`src/rtl/gtx_pkg.sv`:
```
// Shared definitions for the GTX transmit framer: K/D characters, FSM and
// mode enums, and the comma-word builder used for any lane width.
package gtx_pkg;

  localparam logic [7:0] K28_5 = 8'hBC;
  localparam logic [7:0] D16_2 = 8'h50;

  typedef enum logic [1:0] {
    RESET = 2'd0,
    ALIGN = 2'd1,
    RUN   = 2'd2
  } tx_state_t;

  typedef enum logic [1:0] {
    USER  = 2'd0,
    COUNT = 2'd1,
    IDLE  = 2'd2
  } tx_mode_t;

  // Widest supported lane (4 bytes); callers slice down to their width.
  typedef struct packed {
    logic [3:0]  ctrl;
    logic [31:0] data;
  } tx_word_t;

  // Both mode encodings 2 and 3 mean IDLE.
  function automatic tx_mode_t decode_mode(input logic [1:0] mode);
    case (mode)
      2'd0:    return USER;
      2'd1:    return COUNT;
      default: return IDLE;
    endcase
  endfunction

  // Even bytes carry K28.5 flagged as K, odd bytes carry D16.2.
  function automatic tx_word_t comma_word(input int unsigned bytes);
    tx_word_t w;
    w = '0;
    for (int unsigned i = 0; i < 4; i++) begin
      if (i < bytes) begin
        if ((i % 2) == 0) begin
          w.data[8*i +: 8] = K28_5;
          w.ctrl[i]        = 1'b1;
        end else begin
          w.data[8*i +: 8] = D16_2;
        end
      end
    end
    return w;
  endfunction

endpackage

```
`src/rtl/gtx_tx_pattern.sv`:
```
// COUNT-mode pattern generator: presents the current pattern value and
// advances it by one per enabled cycle. A clear makes the presented value 0
// in the same cycle, so the first word after entry is always zero.
module gtx_tx_pattern #(
  parameter int unsigned WIDTH = 16
) (
  input  logic             clk_i,
  input  logic             rst_n_i,
  input  logic             clr_i,
  input  logic             en_i,
  output logic [WIDTH-1:0] pat_o
);

  logic [WIDTH-1:0] pat_q;

  assign pat_o = clr_i ? '0 : pat_q;

  // Pattern register: step after an emitted word, hold on forced commas.
  always_ff @(posedge clk_i or negedge rst_n_i) begin
    if (!rst_n_i) begin
      pat_q <= '0;
    end else if (clr_i || en_i) begin
      // NOTE: sequential state uses non-blocking assignment so every register
      // samples pre-edge values regardless of process ordering.
      pat_q <= pat_o + WIDTH'(en_i);
    end
  end

endmodule

```
`src/rtl/gtx_tx_framer.sv`:
```
// GTX transmit framer: link-up comma burst, periodic comma insertion,
// valid/ready user path and a counter test pattern, one registered word
// per txusrclk2 cycle.
module gtx_tx_framer
  import gtx_pkg::*;
#(
  parameter int unsigned BYTES        = 2,
  parameter int unsigned ALIGN_PERIOD = 256,
  parameter int unsigned ALIGN_BURST  = 16
) (
  input  logic                 clk_i,
  input  logic                 rst_n_i,
  input  logic [1:0]           mode_i,
  input  logic [8*BYTES-1:0]   data_i,
  input  logic                 valid_i,
  output logic                 ready_o,
  output logic [BYTES-1:0]     ctrl_o,
  output logic [8*BYTES-1:0]   data_o,
  output logic                 aligned_o
);

  localparam int unsigned W       = 8 * BYTES;
  localparam int unsigned RUN_W   = $clog2(ALIGN_PERIOD + 1);
  localparam int unsigned BURST_W = $clog2(ALIGN_BURST + 1);

  localparam tx_word_t         COMMA      = comma_word(BYTES);
  localparam logic [W-1:0]     COMMA_DATA = COMMA.data[W-1:0];
  localparam logic [BYTES-1:0] COMMA_CTRL = COMMA.ctrl[BYTES-1:0];

  tx_state_t            state_q, state_d;
  tx_mode_t             mode, mode_q;
  logic [BURST_W-1:0]   burst_q, burst_d;
  logic [RUN_W-1:0]     run_cnt_q, run_cnt_d;
  logic                 insert_due;
  logic                 pat_clr, pat_en;
  logic [W-1:0]         pat;
  logic [W-1:0]         word_data;
  logic [BYTES-1:0]     word_ctrl;

  assign mode       = decode_mode(mode_i);
  assign insert_due = (run_cnt_q == RUN_W'(ALIGN_PERIOD));
  assign ready_o    = (state_q == RUN) && (mode == USER) && !insert_due;
  // Entry into COUNT is seen as the mode differing from last cycle's mode.
  assign pat_clr    = (mode == COUNT) && (mode_q != COUNT);

  gtx_tx_pattern #(.WIDTH(W)) u_pattern (
    .clk_i   (clk_i),
    .rst_n_i (rst_n_i),
    .clr_i   (pat_clr),
    .en_i    (pat_en),
    .pat_o   (pat)
  );

  // Next state, burst/run counters and the word to emit at the next edge.
  always_comb begin
    // NOTE: every output of this block gets a default first, so no path can
    // leave a value unassigned and infer a latch.
    state_d   = state_q;
    burst_d   = burst_q;
    run_cnt_d = '0;
    pat_en    = 1'b0;
    word_data = COMMA_DATA;
    word_ctrl = COMMA_CTRL;

    case (state_q)
      RESET: begin
        // This comma is the first of the burst; a one-word burst is done.
        burst_d = BURST_W'(1);
        state_d = (ALIGN_BURST == 1) ? RUN : ALIGN;
      end
      ALIGN: begin
        burst_d = burst_q + BURST_W'(1);
        if (burst_d == BURST_W'(ALIGN_BURST)) state_d = RUN;
      end
      RUN: begin
        if (!insert_due) begin
          if (mode == USER && valid_i) begin
            word_data = data_i;
            word_ctrl = '0;
            run_cnt_d = run_cnt_q + RUN_W'(1);
          end else if (mode == COUNT) begin
            word_data = pat;
            word_ctrl = '0;
            run_cnt_d = run_cnt_q + RUN_W'(1);
            pat_en    = 1'b1;
          end
        end
      end
      default: state_d = RESET;
    endcase
  end

  // State, counters and registered GTX outputs.
  always_ff @(posedge clk_i or negedge rst_n_i) begin
    if (!rst_n_i) begin
      state_q   <= RESET;
      mode_q    <= IDLE;
      burst_q   <= '0;
      run_cnt_q <= '0;
      data_o    <= '0;
      ctrl_o    <= '0;
      aligned_o <= 1'b0;
    end else begin
      state_q   <= state_d;
      mode_q    <= mode;
      burst_q   <= burst_d;
      run_cnt_q <= run_cnt_d;
      data_o    <= word_data;
      ctrl_o    <= word_ctrl;
      aligned_o <= (state_q == RUN);
    end
  end

endmodule

```
`config.mk`:
```
export PLATFORM = sky130hd
export DESIGN_NAME = gtx_tx_framer
export DESIGN_NICKNAME = d
export VERILOG_FILES = /design/src/rtl/gtx_pkg.sv /design/src/rtl/gtx_tx_pattern.sv /design/src/rtl/gtx_tx_framer.sv
export SDC_FILE = /design/constraint.sdc
export NUM_CORES = 1
export LEC_CHECK = 0
export BUFFER_PORTS_ARGS = -buffer_cell sky130_fd_sc_hd__clkbuf_2
export CAP_MARGIN = 0
export CELL_PAD_IN_SITES_DETAIL_PLACEMENT = 1
export CELL_PAD_IN_SITES_GLOBAL_PLACEMENT = 2
export CORE_UTILIZATION = 32
export DETAILED_ROUTE_END_ITERATION = 16
export PLACE_DENSITY = 0.74
export SLEW_MARGIN = 20
export SYNTH_ARGS = -nofsm -noshare
export SYNTH_HDL_FRONTEND = slang
export SYNTH_SLANG_ARGS = --single-unit
```
`constraint.sdc`:
```
create_clock -name clk_i -period 2.4 [get_ports clk_i]
set_input_delay 0.36 -clock clk_i [delete_from_list [all_inputs] [get_ports clk_i]]
set_output_delay 0.36 -clock clk_i [all_outputs]
set_load 0.03 [all_outputs]
```
; ---- Word level (Yosys, flattened, before mapping)
; Index checks and enable logic that the tools add are counted.
; Widths: inputs -> output; s select.
[word_totals]
input_bits = 21
out_inout_bits = 20
regBits = 53
wordCells = 52
[op_classes]
n_mux = 21
n_reduce_logical = 11
bitwise_logic = 1
n_eq_ne = 8
add_sub_neg = 3
[op_table]
columns = op, count
row1 = $mux 16, 5
row2 = $mux 9, 4
row3 = $add 16x1->16, 1
row4 = $pmux 5 s2, 1
row5 = $add 9x1->9 const B, 1
row6 = $eq 9x9->1 const B, 1
row7 = $mux 1, 8
row8 = $eq 2x1->1 const B, 3
row9 = $logic_not 2->1, 3
row10 = $pmux 2 s3, 1
row11 = $add 5x1->5 const B, 1
row12 = $eq 5x5->1 const B, 1
row13 = $logic_and 1x1->1, 4
row14 = $pmux 2 s2, 1
row15 = $eq 2x2->1 const B, 1
row16 = $mux 2, 1
row17 = $ne 2x1->1 const B, 1
row18 = $ne 2x2->1 const B, 1
row19 = $reduce_and 2->1, 1
row20 = $reduce_bool 2->1, 1
row21 = $logic_not 1->1, 1
row22 = $logic_or 1x1->1, 1
row23 = $not 1->1, 1

; ---- Depth between registers and ports, before layout
[logic_depth]
word_depth = 9
ltp_mapped = 10
mapped_depth_nobuf = 10

; ---- Cells and area by module
; Synthesis repeated with hierarchy kept, for this count alone.
[unflattened]
hier_cells = 224
hier_area_um2 = 2531.2
[by_module_without_submodules]
columns = mod, area_each_um2, cells_each, seq_area_each_um2, instances
row1 = gtx_tx_framer, 1577.8, 136, 902.1, 1
row2 = gtx_tx_pattern, 953.4, 88, 400.4, 1

; ---- Worst setup path after synthesis
; OpenSTA, ideal clock, no wires.
[synth_timing]
path_kind = register to register
from = reg run_cnt_q[0]
to = reg u_pattern.pat_q[13]
path_stages_with_launch = 11
path_buffers = 0
required_ns = 2.322
setup_slack_ns = 0.153
period_less_slack_ns = 2.247
arrival_ns = 2.169
setup_ns = 0.078
path_cell_list = dfrtp_1 inv_1 ha_1 nand4bb_1 o21ai_4 inv_2 ha_1 and3_1 o2111ai_1 or4_1 a21oi_1
[synth_between]
elab_chain_len = 4
elab_cells_between_ends = 5
cone_classes = 1 x add/sub / 1 x eq/ne / 2 x mux / 1 x reduce/logical
[synth_lines]
columns = element, line
row1 = from (decl), gtx_tx_framer.sv:33  ; logic [RUN_W-1:0] run_cnt_q, run_cnt_d;
row2 = from (signal assigned), gtx_tx_framer.sv:107  ; run_cnt_q <= run_cnt_d;
row3 = $eq 9x9->1 (*), gtx_tx_framer.sv:41  ; assign insert_due = (run_cnt_q == RUN_W'(ALIGN_PERIOD));
row4 = $mux 1 (*), gtx_tx_framer.sv:76  ; if (!insert_due) begin
row5 = $mux 1 (*), gtx_tx_framer.sv:65  ; case (state_q)
row6 = $add 16x1->16 / $logic_or 1x1->1 (equally long branches), "gtx_tx_pattern.sv:25, gtx_tx_pattern.sv:22"
row7 = to (signal assigned), gtx_tx_pattern.sv:25  ; pat_q <= pat_o + WIDTH'(en_i);
row8 = to (decl), gtx_tx_pattern.sv:14  ; logic [WIDTH-1:0] pat_q;
; Mark *: on every way between the ends. The rest lies on a longest branch, timed or not.
; A chain may end at the register's enable or synchronous reset.

; ---- Worst setup path after layout
[layout_timing]
from = reg run_cnt_q[1]
to = reg u_pattern.pat_q[13]
; The elaborated chain is that of the path after synthesis.

==> results.toml <==
[outcome]
outcome = "finished, final reports clean"

[route]
ant_nets = 0
drt_iter0_markers = 55
routed_wl_mm = 5.79
drc_errors = 0
via_count = 1945
routed_via_density = 5.12
drtPass1Iterations = 4
wl_per_cell_um = 15.2

[floorplanning]
initial_core_util_pct = 33.7
die-area_um2 = 8170
std_cell_rows = 31
die_w_um = 90.4
core-area_um2 = 7410
io_pins = 41
die_h_um = 90.4

[power_and_ir_drop]
p_sw_share_pct = 26.7
leakage_nw = 1.33
power_frac_seq_pct = 56.1
combPwrFrac_pct = 12.8
p_int_mw = 1.23
power.density_nw_per_um2 = 554
ir_worst_vdd_mv = 0.216
power_frac_clock_pct = 31.1
switchingPower_mw = 0.447

[setup_path]
critPathCaptureType = "register"
worst_setup_path_start_kind = "register"
crit_slowest_cell = "or4_4"
slowest_delay_ns = 0.55
cp_max_fo = 5
crit_type = "register to register"
crit_required_ns = 2.63
worst_ep_arrival_time_ns = 2.50
path_cells = "inv_1 > ha_1 > nand4bb_1 > o21ai_4 > inv_2 > ha_2 > and3_4 > o2111ai_4 > or4_4 > a21oi_2"

[grt]
grt_pass1_vias = 2057
grt_overflow_total = 0
grt_pass1_wl_mm = 9.90
gr-usage-all-layers_pct = 14.9
grt_antenna_before_repair = 0
grt_max_degree = 53

[final_layout]
stdcell_count = 380
fillers = 858
drive_gt1_share_pct = 28.8
n_antenna_cell = 0
nets = 307
syn2layout_area_growth_pct = 21.1
finish.utilization_pct = 40.8

[sta]
worst_slew_pin_slew_ns = 0.737
rsz0062_at_grt = "false"
fin_crit_ns = 2.27
slew_headroom_pct = 50.8
timing.final.ws_setup_ns = 0.129
fin_setup_tns_ns = 0
fin_crit_sh_pct = 94.6
setup_violations = 0
fmax_mhz = 440
drv_slew = 0
fin_skew_ns = 0.00666
hold_violations = 0

[clock_tree]
numCtsBuffers = 5
clk_path_buf_depth = 2
hold_buffers = 0
cts.root.buffer_cell = "clkbuf_8"
cts_tree = "yes"
cts_max_level = 2
clk_latency_ns = 0.30
clkTransAtPathRegs_ns = 0.09
cts_num_sinks = 52

[place]
dp.cells = 369
dp_slack_ns = 0.0493
gp_congestion = 0.757
post-dp-hpwl_mm = 4.17
io_buffers = 39

[job]
drv_cap = 0

[synth]
synth.top_cell.area_share_pct = 51.1
synth_fp_nets = 255
synth_seq_area_share_pct = 52.1
async_reset_ff_share_pct = 100
syn_inst = 228
synth_cell_types = 53
synth_top_cell_by_area = "dfrtp_1"
synth_seq_cells = 52
postSynthAreaPerCell_um2 = 11.0
synth_most_common_cell = "dfrtp_1"
synthFlopType = "dfrtp_1"
synthTopCellsByCount = "dfrtp_1 (51), nor2_1 (15), a22o_1 (13), nand2_1 (13), nand3_1 (11)"
yosysWarnings = 0
synth-edff-count = 0
syn_area_um2 = 2500
netlist_top_cells_area = "dfrtp_1 (51%), a22o_1 (4.6%), xnor2_1 (3.2%)"

[hold_path]
hp-class = "primary input to asynchronous set/reset pin"
## flip-flops by register name (all words and copies together) (netlist names)
signal and cells:
data_o 16, burst_q 5, run_cnt_q 9, aligned_o 1, mode_q 2, state_q 2
u_pattern.pat_q 16, ctrl_o 1
## per-layer routing
layer	share of wire, %	wire length [um]	up-vias	track usage (%)
met5	0	0	-	0
met1	45	2630	979	18.7
met3	2.9	166	2	3.03
met2	51	2970	28	26.4
li1	-	-	936	-
met4	0.50	29	0	3.09
## power by group through the flow
stage               clock network (mW)  logic (mW)  registers [mW]
floorplan                            0      0.0951           0.981
CTS                              0.548       0.207           0.942
detailed placement                   0       0.206           0.960
global placement                     0       0.203           0.959
finish                           0.521       0.215           0.941
global route                     0.586       0.240           0.947
## timing repair
| action | in CTS | in global routing |
|---|---|---|
| resized for setup | 0 | 10 |
| endpoints found under the setup margin | 0 | 6 |
| buffers inserted | 0 | 3 |
| hold endpoints to repair | 0 | 0 |
## worst max-delay path, delay by kind of cell, from the launching register on
kind            cells  cell delay [ns]
compound gates      3             0.39
fa+ha+maj           2             0.37
buf+inv             2             0.13
flops               1             0.40
simple gates        3             0.92
## metrics by stage
stage | area, um^2 | power (mW) | hold slack, ns
floorplan | 2500 | 1.08 | 0.0644
global placement | 2850 | 1.16 | 0.500
detailed placement | 2850 | 1.17 | 0.509
CTS | 2950 | 1.70 | 0.174
global route | 3030 | 1.77 | 0.175
finish | 3030 | 1.68 | 0.167
## worst paths after layout
path                              start             endpoint  slack (ns)  cells past startpoint
max in group asynchronous       rst_n_i           burst_q[0]        1.80                      2
hold / removal                  rst_n_i            data_o[7]        0.17                      2
setup / recovery           run_cnt_q[1]  u_pattern.pat_q[13]        0.13                     10
hold reg to reg              burst_q[0]           burst_q[0]        0.52                      1
min in group clk_i            mode_i[1]            mode_q[1]        0.19                      1
setup reg to reg           run_cnt_q[1]  u_pattern.pat_q[13]        0.13                     10
## area by class of cell
class                           instances  area, um^2  area share, %
Tap cell                               99         124           4.09
Multi-Input combinational cell        158        1160           38.5
Timing Repair Buffer                   54         308           10.2
Inverter                                9        33.8           1.12
Clock inverter                          1        7.51          0.248
Clock buffer                            7        86.3           2.85
Sequential cell                        52        1300           43.1
## kinds of logic (layout without fill, tap and decap cells)
family	after synthesis	in the layout	synth area share [%]
compound gates	50	50	16.1
xor+xnor	11	11	3.86
fa+ha+maj	6	6	3.00
buf+inv	18	71	3.56
flops	52	52	52.1
mux	5	5	2.15
other cells	1	1	0.150
simple gates	85	85	19.1
## layout by cell type (no fill, tap or decap), types with 2 or more instances in the layout
| cell type | instances |
|---|---|
| and2_1 | 2 |
| o21ai_0 | 2 |
| mux2i_1 | 2 |
| o31ai_1 | 5 |
| a221o_1 | 6 |
| or4_1 | 4 |
| nor2_2 | 2 |
| clkbuf_8 | 6 |
| nand4bb_1 | 2 |
| dfrtp_1 | 51 |
| ha_1 | 4 |
| inv_1 | 8 |
| and3_1 | 4 |
| nor2b_1 | 4 |
| or4_4 | 2 |
| a21o_1 | 2 |
| nor3b_1 | 2 |
| nor4_1 | 2 |
| o21ai_1 | 2 |
| a22o_1 | 13 |
| nand2_1 | 13 |
| xor2_1 | 2 |
| clkbuf_2 | 39 |
| nor3_1 | 8 |
| nand2b_1 | 4 |
| nand4_1 | 2 |
| or3_1 | 2 |
| nor2_1 | 15 |
| mux2_1 | 2 |
| nand3_1 | 10 |
| a21oi_1 | 7 |
| buf_4 | 15 |
| xnor2_1 | 9 |
(Power assumes the default switching activity.)
